`config.mk`:
```
export PLATFORM = sky130hd
export DESIGN_NAME = led_pattern_driver
export DESIGN_NICKNAME = d
export VERILOG_FILES = /design/src/rtl/led_pattern_driver.sv
export SDC_FILE = /design/constraint.sdc
export NUM_CORES = 1
export LEC_CHECK = 0
export ABC_CLOCK_PERIOD_IN_PS = 2400
export CELL_PAD_IN_SITES_DETAIL_PLACEMENT = 0
export CELL_PAD_IN_SITES_GLOBAL_PLACEMENT = 1
export CORE_MARGIN = 2
export CORE_UTILIZATION = 30
export CTS_CLUSTER_SIZE = 25
export DETAILED_ROUTE_END_ITERATION = 8
export PLACE_DENSITY_LB_ADDON = 0.1
export SYNTH_ARGS = -nofsm -noshare
export SYNTH_HDL_FRONTEND = slang
export SYNTH_SLANG_ARGS = --single-unit
export TNS_END_PERCENT = 5
```
`constraint.sdc`:
```
create_clock -name clk -period 2.4 [get_ports clk]
set_input_delay 0.48 -clock clk [delete_from_list [all_inputs] [get_ports clk]]
set_output_delay 0.48 -clock clk [all_outputs]
set_load 0.05 [all_outputs]
```
`src/rtl/led_pattern_driver.sv`:
```
// Multi-channel LED pattern driver: off/on/blink/PWM per channel from a shared prescaler and PWM counter.
// Optional breathe mode (mode 4) is compiled in when LED_BREATHE_EN is defined.
module led_pattern_driver #(
  parameter int NUM_LEDS       = 8,
  parameter int DIV_WIDTH      = 22,
  parameter int PWM_WIDTH      = 8,
  parameter int LED_ACTIVE_LOW = 0
) (
  input  logic                 clk,
  input  logic                 resetn,
  input  logic                 cfg_valid,
  output logic                 cfg_ready,
  input  logic [3:0]           cfg_chan,
  input  logic [2:0]           cfg_mode,
  input  logic [PWM_WIDTH-1:0] cfg_duty,
  output logic                 tick,
  output logic [NUM_LEDS-1:0]  led
);

  localparam logic [2:0] MODE_ON    = 3'd1;
  localparam logic [2:0] MODE_BLINK = 3'd2;
  localparam logic [2:0] MODE_PWM   = 3'd3;
`ifdef LED_BREATHE_EN
  localparam logic [2:0]           MODE_BREATHE = 3'd4;
  localparam logic [PWM_WIDTH-1:0] PWM_ONE      = PWM_WIDTH'(1);
  localparam logic [PWM_WIDTH-1:0] PWM_TOP      = {PWM_WIDTH{1'b1}};
  localparam logic [PWM_WIDTH-1:0] PWM_TOP_M1   = PWM_TOP - PWM_ONE;
`endif
  localparam logic [NUM_LEDS-1:0] LED_INV = {NUM_LEDS{LED_ACTIVE_LOW != 0}};

  logic [DIV_WIDTH-1:0] r_div_cnt;
  logic [PWM_WIDTH-1:0] r_pwm_cnt;
  logic                 r_cfg_ready;
  logic [NUM_LEDS-1:0]  r_led;
  logic [NUM_LEDS-1:0]  w_led_val;
  logic                 w_tick;
  logic                 w_accept;

  assign w_tick    = &r_div_cnt;
  assign w_accept  = cfg_valid && r_cfg_ready;
  assign tick      = w_tick;
  assign cfg_ready = r_cfg_ready;
  assign led       = r_led;

  // Shared timebase: every channel derives its pattern from these two counters
  always_ff @(posedge clk or negedge resetn) begin
    if (!resetn) begin
      r_div_cnt   <= '0;
      r_pwm_cnt   <= '0;
      r_cfg_ready <= 1'b0;
    end else begin
      r_div_cnt   <= r_div_cnt + 1'b1;
      r_pwm_cnt   <= r_pwm_cnt + 1'b1;
      r_cfg_ready <= 1'b1;
    end
  end

  for (genvar i = 0; i < NUM_LEDS; i++) begin : g_chan
    logic [2:0]           r_mode;
    logic [PWM_WIDTH-1:0] r_duty;
    logic                 r_phase;
    logic                 w_wr;
    logic                 w_val;

    // Out-of-range channel indices match no channel, so such writes are dropped
    assign w_wr = w_accept && (cfg_chan == 4'(i));

    // A write in a tick cycle clears phase rather than toggling it
    always_ff @(posedge clk or negedge resetn) begin
      if (!resetn) begin
        r_mode  <= '0;
        r_duty  <= '0;
        r_phase <= 1'b0;
      end else if (w_wr) begin
        r_mode  <= cfg_mode;
        r_duty  <= cfg_duty;
        r_phase <= 1'b0;
      end else if (w_tick) begin
        r_phase <= ~r_phase;
      end
    end

`ifdef LED_BREATHE_EN
    logic [PWM_WIDTH-1:0] r_level;
    logic                 r_dir;

    // Triangle ramp: direction flips on the step that lands on either end
    always_ff @(posedge clk or negedge resetn) begin
      if (!resetn) begin
        r_level <= '0;
        r_dir   <= 1'b0;
      end else if (w_wr) begin
        r_level <= '0;
        r_dir   <= 1'b0;
      end else if (w_tick && (r_mode == MODE_BREATHE)) begin
        if (!r_dir) begin
          r_level <= r_level + PWM_ONE;
          if (r_level == PWM_TOP_M1) r_dir <= 1'b1;
        end else begin
          r_level <= r_level - PWM_ONE;
          if (r_level == PWM_ONE) r_dir <= 1'b0;
        end
      end
    end
`endif

    always_comb begin
      w_val = 1'b0;
      case (r_mode)
        MODE_ON:      w_val = 1'b1;
        MODE_BLINK:   w_val = r_phase;
        MODE_PWM:     w_val = (r_pwm_cnt < r_duty);
`ifdef LED_BREATHE_EN
        MODE_BREATHE: w_val = (r_pwm_cnt < r_level);
`endif
        default:      w_val = 1'b0;
      endcase
    end

    assign w_led_val[i] = w_val;
  end

  // Output register stage; polarity applied here so reset drives the inactive level
  always_ff @(posedge clk or negedge resetn) begin
    if (!resetn) begin
      r_led <= LED_INV;
    end else begin
      r_led <= w_led_val ^ LED_INV;
    end
  end

endmodule
```
# [Word level (Yosys, flattened, before mapping)]
# Cells that the tools add are included.
# Widths: inputs -> output; s select.
[totals] out_inout_bits=10 word_cells=120 regBits=135
[classes] n_lt_le_gt_ge=8 bitwise_logic=8 reduce_logical=19 addsub=2 mux=24 n_eq_ne=31
[op_table] cell="$lt 8x8->1" n=8
[op_table] cell="$eq 3x2->1 const B" n=16
[op_table] cell="$eq 3x1->1 const B" n=8
[op_table] cell="$pmux 1 s3" n=8
[op_table] cell="$add 22x1->22 const B" n=1
[op_table] cell="$reduce_and 22->1" n=1
[op_table] cell="$eq 4x3->1 const B" n=4
[op_table] cell="$mux 1" n=16
[op_table] cell="$reduce_bool 2->1" n=8
[op_table] cell="$logic_and 1x1->1" n=9
[op_table] cell="$add 8x1->8 const B" n=1
[op_table] cell="$eq 4x2->1 const B" n=2
[op_table] cell="$not 1->1" n=8
[op_table] cell="$eq 4x1->1 const B" n=1
[op_table] cell="$logic_not 4->1" n=1

# [Logic depth before layout (Yosys ltp)]
[logic_depth] depth_word=3 depth_mapped=6 ltp_nobuf=6

# [Worst setup path before layout]
# Ideal clock, no wire load.
[synth_timing] path_type="register to output" start="reg r_div_cnt[0]" end="out tick" n_path_buf=1 stages_incl_launch_ff=6 path_slack_ps=175 arrival_ps=1745 cell_sequence="dfrtp_1 -> ha_1 -> and2_1 -> nand4_4 -> buf_6 -> nor2_1"
[synth_between] elab_chain_cells=1
[synth_lines] item="from (decl)" line="31" rtl="logic [DIV_WIDTH-1:0] r_div_cnt;"
[synth_lines] item="from (signal assigned)" line="52" rtl="r_div_cnt <= r_div_cnt + 1'b1;"
[synth_lines] item="$reduce_and 22->1" line="39" rtl="assign w_tick = &r_div_cnt;"
[synth_lines] item="to (decl)" line="16" rtl="output logic tick,"
# Every way passes these cells.

# [Final worst setup path]
# Ends and elaborated chain as after synthesis.

==> run metrics <==
status=completed; crit-path max cell delay=400 ps; commonest cells in the netlist=dfrtp_1 (135), mux2_2 (74), ha_1 (58), inv_1 (58), o21ai_0 (46); number of hold violations in the final report=0; Flop pwr share=43.3%; number of setup violations in the final report=0; CP Cell Sequence=ha_1 > and2_2 > nand4_4 > nor2_2 > buf_12; FILL cells=2190; Slew headroom=between 50% and 60%; Top FF cell, synth=dfrtp_1; post-layout util=36.8%; Nets=between 700 and 800; P_sw=1.80 mW; number of DRC markers in iteration 0=162; clock buffer depth=2; Total GRT Usage=15.2%; Post-Synth XOR/XNOR Area=3.39%; top-count cell post-synth=dfrtp_1; flop2flop setup slack=490 ps; number of antenna diodes=0; cts hold-fix bufs=0; Setup CP Type=reg -> out; Cell Pwr Density=814 nW/um2; P&R area growth vs syn=19.8%; Synth Area in Compound Gates=7.35%; sw frac=27.5%; Worst Path Max Fanout=5; Starting Density=a little under a third; Vias=4495; R2R Path Start=r_pwm_cnt[2]; combinational power share=18.4%; Critical Path End Type=output port; largest net degree at the start of global routing=between 40 and 50; top cell type's share of synthesized area=50.2%; fraction of layout cells with a size suffix above 1=21.4%; final worst slack=approximately 170 ps; clk root buf=clkbuf_16; Worst Max-Slew Pin Slew=728 ps; RSZ-0062 raised after global routing=false; Worst-path clk slew=60 ps; post-route ant nets=0; # DRC=0; DR vias/cell=4.76; postcts setup bufs=0; placed cell count=914; gr ovfl total=0; Pre-Repair DR Iteration Count=5; synthesized instance count=600; mapped cell area=6730 um2; CTS tree=built; setup slack at placement=142 ps; initial antenna violation count=0; htree depth=4; Synth cell types=38; CTS-repair resized insts=0; clock network fraction of design power=38.3%; worst vdd ir=0.443 mV; Final Wtd Congestion=approximately 0.73; crit share post-route=92.7%; post-layout min period=approximately 2200 ps; Core Region=21900 um2; Max Clock Freq=0.449 GHz; Internal=4.76 mW; number of buffers created by CTS=17; max-cap violations=0; mux contribution to synthesized area=12.5%; total routed wirelength=16800 um; Port-buffer cells=27; top post-synthesis cells by area=dfrtp_1 (50%), mux2_2 (12%), ha_1 (11%); final setup skew=6.52 ps; Reg2Reg Capture Point=led[3]; Critical Path RT=about 1900 ps; DR WL/cell=17.8 um; Final Max Slew Viols=0; Ports=28; Slowest-stage cell, CP=dfrtp_1; Arr. time, crit path=1750 ps; die area=23600 um2; area leader, netlist=dfrtp_1; setup TNS=0 ps; largest family of logic cells by synthesized area=multiplexers; Post-Synth Simple-Gate Area=11.3%; HPWL after DPL=roughly 11000 um; EDFF count, synth=0; first-pass GRT wire length=26800 um; Die Ht=between 150 and 200 um; Avg Synthesized Cell Area=11.2 um2; post-route insts no fill=944; clk_lat worst skew=around 420 ps; vias in the first global route=4551; Synth Area in Adders=roughly 11%; Net Count, Synth=676; #FFs+latches synth=around 140; die width=154 um; Yosys warnings=0; CTS sink count=135; register area share after synthesis=50.2%; Static Leakage=about 3.8 nW; Hold Crit Class=in -> async; Worst Setup Start Kind=register; Reg2Reg Depth=5; ys async rst share=100%; row count=54
[sequential cells by signal (all words and copies together), names as in the netlist]
name	cells
led	8
g_chan.r_duty	64
r_pwm_cnt	8
cfg_ready	1
r_div_cnt	22
g_chan.r_phase	8
g_chan.r_mode	24
[kinds of logic after synthesis]
| family | Yosys count |
|---|---|
| buffers and inverters | 73 |
| other | 1 |
| xor gates and xnor gates | 26 |
| DFF | 135 |
| muxes | 75 |
| AOI/OAI and AO/OA | 85 |
| adders and majority gates | 58 |
| and+or+nand+nor | 147 |
[per-stage QoR]
| step | power [mW] | cell area (um2) | hold WS [ps] |
|---|---|---|---|
| 4_1_cts | 6.67 | 8060 | 18.2 |
| 3_3_place_gp | 4.08 | 7490 | 454 |
| 3_5_place_dp | 4.11 | 7490 | 458 |
| 5_1_grt | 6.97 | 8060 | 31.0 |
| 6_report | 6.56 | 8060 | 7.12 |
| 2_1_floorplan | 3.67 | 6730 | 184 |
[worst max path at each step]
stage                          end  cells after the start  slack, ps    startpoint
2_1_floorplan                 tick                      5        180  r_div_cnt[0]
3_3_place_gp   g_chan[3].r_duty[7]                      6        160     cfg_valid
3_5_place_dp   g_chan[3].r_duty[7]                      6        140     cfg_valid
4_1_cts                       tick                      5          6  r_div_cnt[0]
5_1_grt                       tick                      5         30  r_div_cnt[0]
6_report                      tick                      5        170  r_div_cnt[0]
[layer usage]
layer	routed length [um]	global-route usage, %	part of all wire (%)
met1	7780	19.4	46
met5	0	0	0
met2	8370	25.8	50
met4	303	5.29	1.8
met3	338	2.96	2.0
[power groups by stage]
stage	sequential, mW	clock, mW	combinational [mW]
5_1_grt	2.89	2.70	1.37
3_5_place_dp	2.88	0	1.23
2_1_floorplan	3.00	0	0.669
4_1_cts	2.84	2.59	1.23
6_report	2.84	2.51	1.20
3_3_place_gp	2.87	0	1.21
[critical path, delay by kind of cell (launching register included)]
family,cells,cell delay [ps]
flip-flops,1,400
buffers and inverters,1,160
AND/OR/NAND/NOR,3,520
adder cells (fa/ha/maj),1,250
[cell type report]
type | instances | area [um2] | area share (%)
clock buffer | 23 | 498 | 6.18
clock inverter | 7 | 70.1 | 0.869
inverter | 58 | 218 | 2.70
multi-input combinational | 392 | 3060 | 38.0
sequential | 135 | 3380 | 41.9
tap | 280 | 350 | 4.35
timing repair buffer | 49 | 484 | 6.01
[cell usage in the layout, fill, tap and decap left out, types with 6 or more instances in the layout]
cell type and count:
o31ai_1 7, inv_1 58, a21oi_1 19, ha_1 58, xor2_1 6, nand4_1 10
nor2b_1 10, xnor2_1 20, dfrtp_1 135, clkdlybuf4s50_1 25, buf_4 19, clkbuf_16 17
o21ai_0 46, nand3_1 12, and3_1 6, a41o_1 7, mux2_2 74, nand2_1 43
nor2_1 38
(Power assumes the default switching activity.)
